File: config.mk
export PLATFORM = sky130hd
export DESIGN_NAME = easyaxi_slv_wr_ctrl
export DESIGN_NICKNAME = d
export VERILOG_FILES = /design/src/rtl/easyaxi_slv_wr_ctrl.sv
export SDC_FILE = /design/constraint.sdc
export NUM_CORES = 1
export LEC_CHECK = 0
export CAP_MARGIN = 20
export CORE_MARGIN = 10
export CORE_UTILIZATION = 40
export DETAILED_ROUTE_END_ITERATION = 16
export PLACE_DENSITY = 0.61
export REMOVE_ABC_BUFFERS = 1
export SLEW_MARGIN = 40
export SYNTH_ARGS = -nofsm -noshare
export SYNTH_HDL_FRONTEND = slang
export SYNTH_SLANG_ARGS = --single-unit
File: constraint.sdc
create_clock -name clk -period 6.9 [get_ports clk]
set_input_delay 2.07 -clock clk [delete_from_list [all_inputs] [get_ports clk]]
set_output_delay 2.07 -clock clk [all_outputs]
set_load 0.01 [all_outputs]
File: src/rtl/easyaxi_slv_wr_ctrl.sv
// Slave-side AXI write controller: one AW at a time, W beats land in a
// byte-strobed register-file memory, then a single B response is returned.
module easyaxi_slv_wr_ctrl #(
   parameter int AXI_ID_W    = 4,
   parameter int AXI_ADDR_W  = 32,
   parameter int AXI_DATA_W  = 32,
   parameter int AXI_LEN_W   = 8,
   parameter int AXI_SIZE_W  = 3,
   parameter int AXI_BURST_W = 2,
   parameter int AXI_RESP_W  = 2,
   parameter int AXI_USER_W  = 4,
   parameter int MEM_DEPTH   = 16
) (
   input  logic                      clk,
   input  logic                      rst_n,
   input  logic                      axi_slv_awvalid,
   output logic                      axi_slv_awready,
   input  logic [AXI_ID_W-1:0]       axi_slv_awid,
   input  logic [AXI_ADDR_W-1:0]     axi_slv_awaddr,
   input  logic [AXI_LEN_W-1:0]      axi_slv_awlen,
   input  logic [AXI_SIZE_W-1:0]     axi_slv_awsize,
   input  logic [AXI_BURST_W-1:0]    axi_slv_awburst,
   input  logic [AXI_USER_W-1:0]     axi_slv_awuser,
   input  logic                      axi_slv_wvalid,
   output logic                      axi_slv_wready,
   input  logic [AXI_DATA_W-1:0]     axi_slv_wdata,
   input  logic [AXI_DATA_W/8-1:0]   axi_slv_wstrb,
   input  logic                      axi_slv_wlast,
   output logic                      axi_slv_bvalid,
   input  logic                      axi_slv_bready,
   output logic [AXI_ID_W-1:0]       axi_slv_bid,
   output logic [AXI_RESP_W-1:0]     axi_slv_bresp,
   output logic [AXI_USER_W-1:0]     axi_slv_buser,
   input  logic [$clog2(MEM_DEPTH)-1:0] dbg_addr,
   output logic [AXI_DATA_W-1:0]     dbg_rdata
);

   localparam int STRB_W   = AXI_DATA_W / 8;
   localparam int ADDR_LSB = $clog2(STRB_W);
   localparam int IDX_W    = $clog2(MEM_DEPTH);
   localparam logic [AXI_ADDR_W-1:0] MEM_BYTES = AXI_ADDR_W'(MEM_DEPTH * STRB_W);

   typedef enum logic [1:0] {
      IDLE = 2'd0,
      DATA = 2'd1,
      RESP = 2'd2
   } state_t;

   state_t                  state_q, state_d;
   logic [AXI_ID_W-1:0]     id_q;
   logic [AXI_ADDR_W-1:0]   addr_q;
   logic [AXI_LEN_W-1:0]    len_q;
   logic [AXI_SIZE_W-1:0]   size_q;
   logic [AXI_BURST_W-1:0]  burst_q;
   logic [AXI_USER_W-1:0]   user_q;
   logic [AXI_LEN_W-1:0]    cnt_q;
   logic                    slverr_q;
   logic                    decerr_q;
   logic [AXI_DATA_W-1:0]   mem [MEM_DEPTH];

   logic             aw_hs, w_hs, b_hs, last_beat;
   logic [IDX_W-1:0] idx;

   assign aw_hs     = axi_slv_awvalid & axi_slv_awready;
   assign w_hs      = axi_slv_wvalid & axi_slv_wready;
   assign b_hs      = axi_slv_bvalid & axi_slv_bready;
   assign last_beat = (cnt_q == len_q);
   assign idx       = addr_q[ADDR_LSB +: IDX_W];

   assign axi_slv_awready = (state_q == IDLE);
   assign axi_slv_wready  = (state_q == DATA);
   assign axi_slv_bvalid  = (state_q == RESP);
   assign axi_slv_bid     = id_q;
   assign axi_slv_buser   = user_q;
   assign axi_slv_bresp   = decerr_q ? AXI_RESP_W'(3) :
                            slverr_q ? AXI_RESP_W'(2) : AXI_RESP_W'(0);
   assign dbg_rdata       = mem[dbg_addr];

   always_ff @(posedge clk or negedge rst_n) begin
      if (!rst_n) state_q <= IDLE;
      else        state_q <= state_d;
   end

   always_comb begin
      state_d = state_q;
      case (state_q)
         IDLE:    if (aw_hs) state_d = DATA;
         DATA:    if (w_hs && last_beat) state_d = RESP;
         RESP:    if (b_hs) state_d = IDLE;
         default: state_d = IDLE;
      endcase
   end

   always_ff @(posedge clk or negedge rst_n) begin
      if (!rst_n) begin
         id_q     <= '0;
         addr_q   <= '0;
         len_q    <= '0;
         size_q   <= '0;
         burst_q  <= '0;
         user_q   <= '0;
         cnt_q    <= '0;
         slverr_q <= 1'b0;
         decerr_q <= 1'b0;
      end else if (aw_hs) begin
         id_q     <= axi_slv_awid;
         addr_q   <= axi_slv_awaddr;
         len_q    <= axi_slv_awlen;
         size_q   <= axi_slv_awsize;
         burst_q  <= axi_slv_awburst;
         user_q   <= axi_slv_awuser;
         cnt_q    <= '0;
         decerr_q <= (axi_slv_awaddr >= MEM_BYTES);
         slverr_q <= (axi_slv_awburst >= AXI_BURST_W'(2)) ||
                     (axi_slv_awsize > AXI_SIZE_W'(ADDR_LSB));
      end else if (w_hs) begin
         cnt_q <= cnt_q + 1'b1;
         // wlast must coincide exactly with the counted final beat
         if (axi_slv_wlast != last_beat) slverr_q <= 1'b1;
         if (burst_q == AXI_BURST_W'(1))
            addr_q <= addr_q + (AXI_ADDR_W'(1) << size_q);
      end
   end

   always_ff @(posedge clk or negedge rst_n) begin
      if (!rst_n) begin
         for (int i = 0; i < MEM_DEPTH; i++) mem[i] <= '0;
      end else if (w_hs && !slverr_q && !decerr_q) begin
         for (int b = 0; b < STRB_W; b++)
            if (axi_slv_wstrb[b]) mem[idx][b*8 +: 8] <= axi_slv_wdata[b*8 +: 8];
      end
   end

endmodule

# --- Word level (Yosys, flattened, before mapping) ---
# Cells that the tools add are included.
classes:
  add_sub_neg: 2
  bitwise_logic: 5
  reduce_logical: 14
  n_mux: 36
  order_cmp: 6
  eq_ne: 8
  shift: 1
ops:
  columns: ["cell", "n"]
  rows:
  - ["2-to-1 mux 512 bit", 7]
  - ["bitwise mux 512 bit", 4]
  - ["demux 32 bit (select 4 bit)", 4]
  - ["2-to-1 mux 32 bit", 6]
  - ["binary-select mux 32 bit (select 4 bit)", 1]
  - ["adder 32 bit", 1]
  - [">= comparator 32 x 7 -> 1 bit (second input constant)", 1]
  - ["left shift 1 x 3 -> 32 bit (first input constant)", 1]
  - ["2-to-1 mux 24 bit", 1]
  - ["2-to-1 mux 8 bit", 3]
  - ["2-to-1 mux 16 bit", 1]
  - [">= comparator 5 bit (second input constant)", 2]
  - ["2-to-1 mux 2 bit", 5]
  - ["NOT 4 -> 5 bit", 2]
  - ["adder 8 x 1 -> 8 bit (second input constant)", 1]
  - ["equality test 8 bit", 1]
  - ["!= test 2 x 1 -> 1 bit (second input constant)", 3]
  - ["case mux 2 bit (3 select lines)", 1]
  - ["nonzero test 2 bit", 3]
  - ["< comparator 5 x 1 -> 1 bit (second input constant)", 1]
  - ["equality test 2 x 1 -> 1 bit (second input constant)", 2]
  - ["logical AND 1 bit", 4]
  - ["AND reduction 2 bit", 2]
  - ["bitwise AND 1 bit", 3]
  - ["9 further kinds", 12]
totals:
  inputBits: 99
  output_inout_bits: 45
  ff_bits: 577
  elab_cells: 98

# --- Longest topological paths before layout ---
logic_depth:
  word_depth: 16
  depth_mapped: 9
  ltp_nobuf: 9

# --- Worst setup path before layout ---
# No wires, ideal clock.
synth_timing:
  path_type: "input to output"
  from: "input dbg_addr[0]"
  to: "output dbg_rdata[11]"
  path_slack_ns: 1.153
  required_ns: 4.830
  stages: 4
  t_arrival_ns: 3.677
  path_buffers: 2
  cell_sequence: "buf_2 buf_2 mux4_2 mux4_2"
synth_via:
  elab_chain_cells: 4
synth_rtl:
  columns: ["item", "line_no", "rtl"]
  rows:
  - ["from (decl)", "34", "input logic [$clog2(MEM_DEPTH)-1:0] dbg_addr,"]
  - ["NOT 4 -> 5 bit (not written as such)", "77", "assign dbg_rdata = mem[dbg_addr];"]
  - ["binary-select mux 32 bit (select 4 bit)", "77", null]
  - ["2-to-1 mux 32 bit (not written as such) (2 in series)", "77", null]
  - ["to (decl)", "35", "output logic [AXI_DATA_W-1:0] dbg_rdata"]
# Every way passes these cells. The select of a mux whose other input is x is not followed.

# --- Worst setup path after layout ---
layout_timing:
  from: "input dbg_addr[0]"
  to: "output dbg_rdata[2]"
# The elaborated chain is that of the path after synthesis.

==> run_results.csv <==
group,metric,value,unit
timing,min_period,6.367,ns
grt,grt_pass1_wl,95220,µm
grt,antenna_found_initial,2,
power_and_ir_drop,p_leak,0.01412,µW
floorplanning,start_util,40.44,%
clock_network,ctsLongestPathBuffers,3,
worst_setup_path,cp-end-kind,"primary output",
routing,routed_wl,61210,µm
routing,viasPerCell,5.395,
clock_network,clk_pin_slew,0.05,ns
run,cap_violations,0,
final_layout,final_nets,1832,
clock_network,numClockSinks,551,
clock_network,clock_latency,0.62,ns
placed_design,post-dp-hpwl,38880,µm
worst_setup_path,crit_family,"buffers and inverters",
floorplanning,die_x,270.0,µm
clock_network,post-cts-setup-buffers,0,
floorplanning,num_io_pins,144,
synthesis,synthCells,1581,
routing,ant_nets,0,
final_layout,fin_util,48.06,%
clock_network,postCtsHoldBufs,0,
final_layout,area_growth,18.84,%
power_and_ir_drop,powerDensity,321.4,nW/µm²
clock_network,cts_resized,0,
timing,setup_violations,0,
clock_network,cts_root_buf,"clkbuf_16",
worst_setup_path,worst_ep_required_time,4.83,ns
final_layout,fin_cells,2613,
routing,route.detailed.drc,0,
floorplanning,core,61830,µm²
routing,drtPass1Iterations,5,
clock_network,h-tree-depth,2,
placed_design,place_congestion,0.7706,
grt,grt_pass1_vias,15580,
synthesis,synth_area,25000,µm²
final_layout,drive_above_1_share,47.38,%
timing,finalHoldWorstSlack,0.4652,ns
hold_path,hold_class,"flip-flop to flip-flop",
timing,clock.fmax,0.1571,GHz
final_layout,multi_input_area,10840,µm²
synthesis,synthFlopType,"dfrtp_1",
power_and_ir_drop,peakVddDrop,0.2037,mV
routing,vias,14100,
grt,grt_use_total,16.72,%
routing,drt-initial-drc-count,877,
synthesis,ys_ff_latch,551,
floorplanning,dieArea,72910,µm²
worst_setup_path,startpoint_type,"input port",
timing,tightest_slew,0.8372,ns
placed_design,port_buffers,143,
routing,wl_per_cell,23.42,µm
timing,setup_tns,0,ns
worst_setup_path,critPathBufInv,4,
grt,grt-ovfl-total,0,
grt,grt_max_degree,152,
worst_setup_path,slowest_stage,"mux4_2",
timing,finClkSkew,0.01383,ns
synthesis,yosys_warnings,0,
synthesis,seq_area_frac_synth,55.15,%
worst_setup_path,crit_chain,"clkbuf_8 -> buf_12 -> buf_12 -> mux4_2 -> mux4_2 -> clkdlybuf4s50_1",
synthesis,yosysUniqueCellTypes,36,
floorplanning,die_y,270.0,µm
timing,rsz0062_at_grt,"no",
synthesis,synth_edf_count,0,
timing,final_max_slew_viol_count,0,
synthesis,syn_area_per_cell,15.81,µm²
floorplanning,fp-row-count,91,
timing,timing.final.crit_share,92.27,%
worst_setup_path,arrival,4.30,ns
synthesis,synthArstFlopShare,100.0,%
final_layout,nFillCells,5275,
clock_network,cts_made_buffers,59,
worst_setup_path,path_max_fanout,21,
final_layout,regArea,13790,µm²
worst_setup_path,max_stage_delay,0.52,ns
timing,hold_viol,0,
worst_setup_path,crit_type,"input port to primary output",
run_status,outcome,"finished, final reports clean",
timing,max_slew_margin,43.72,%
placed_design,place_inst,2500,
clock_network,tritoncts,"done",
## synthesized netlist by cell type, drive strengths merged, types with 5 or more instances
cell	n	area, µm²
xnor2	13	113.9
dfrtp	551	13790
nor3	7	35.03
clkbuf	60	226.5
mux2	512	5766
o21ai	9	45.04
inv	7	26.28
xor2	8	70.07
nor4	7	43.79
mux4	160	3603
buf	26	142.6
ha	6	75.07
a21oi	5	25.02
nor2	28	105.1
nand2	143	646.9
and3	5	31.28
nand4	6	37.54
## routing by layer
layer  up-vias  track usage (%)  part of all wire (%)
li1       6164                -                     -
met1      7537            21.87                    44
met2       301            27.85                    49
met3        91            3.717                   5.1
met4         4            4.125                   2.0
met5         -                0                 0.044
## placed cells by master, fill, tap and decap left out, types with 5 or more instances in the layout
cell,n
ha_1,6
nor3_1,5
clkinv_2,13
clkdlybuf4s50_1,138
xor2_1,8
clkbuf_8,12
a21oi_1,5
nand4_1,6
bufinv_16,9
nand2_2,45
clkbuf_16,61
o21ai_0,9
dfrtp_1,551
nand2_1,98
buf_12,17
mux2_1,9
mux2_2,503
inv_1,7
buf_4,6
xnor2_1,13
mux4_2,160
nor2_1,28
nor4_1,6
clkbuf_1,14
## worst register-to-register path: stages (launching register included)
cell     delay [ns]
dfrtp_1        0.40
nor2b_1        0.21
and3_1         0.38
and2_1         0.64
nand2_1        0.64
mux2_1         0.51
## flip-flops by register name (all words and copies together) (netlist names), 2 cells and up
signal / cells
mem: 512
axi_slv_buser: 4
addr_q: 6
axi_slv_bid: 4
len_q: 8
size_q: 3
burst_q: 2
cnt_q: 8
state_q: 2
## layout make-up
| cell class | instances | share of cell area [%] |
|---|---|---|
| diodes | 1 | 0.008422 |
| repair buffers | 170 | 6.485 |
| well taps | 837 | 3.525 |
| clock buffers | 86 | 5.824 |
| multi-input cells | 937 | 36.48 |
| inverters | 7 | 0.08843 |
| clock inverters | 24 | 1.183 |
| flip-flops and latches | 551 | 46.41 |
## power by group
group          switching [µW]  internal (µW)
Sequential                410           3930
Clock                    1310           2070
Combinational             728           1110
## logic make-up after synthesis
family,synth area share [%]
multiplexers,37.59
XOR/XNOR,0.7356
AO/OA/AOI/OAI,0.4854
buffers and inverters,1.581
flip-flops,55.15
AND/OR/NAND/NOR,4.078
adder cells (fa/ha/maj),0.3803
## stage by stage
step | instance area (µm²) | setup WS, ns | power, µW
after CTS | 29650 | 0.4837 | 9661
final | 29710 | 0.5334 | 9551
after floorplan | 24630 | 1.796 | 5480
after global routing | 29710 | 0.4217 | 10030
after detailed placement | 27570 | 0.4937 | 6240
after global placement | 27500 | 0.4935 | 6143
## final timing paths
check | start | end | slack [ns] | cells past startpoint
max reg2reg | state_q[1]$_DFFE_PN0P_ | mem[428]$_DFFE_PN0P_ | 4.00 | 5
max in group asynchronous | rst_n | mem[264]$_DFFE_PN0P_ | 3.95 | 5
min reg2reg | burst_q[1]$_DFFE_PN0P_ | burst_q[1]$_DFFE_PN0P_ | 0.47 | 2
max | dbg_addr[0] | dbg_rdata[2] | 0.53 | 6
min | burst_q[1]$_DFFE_PN0P_ | burst_q[1]$_DFFE_PN0P_ | 0.47 | 2
min in group asynchronous | rst_n | mem[62]$_DFFE_PN0P_ | 1.24 | 1
No activity file was read; power rests on OpenSTA's default activity.
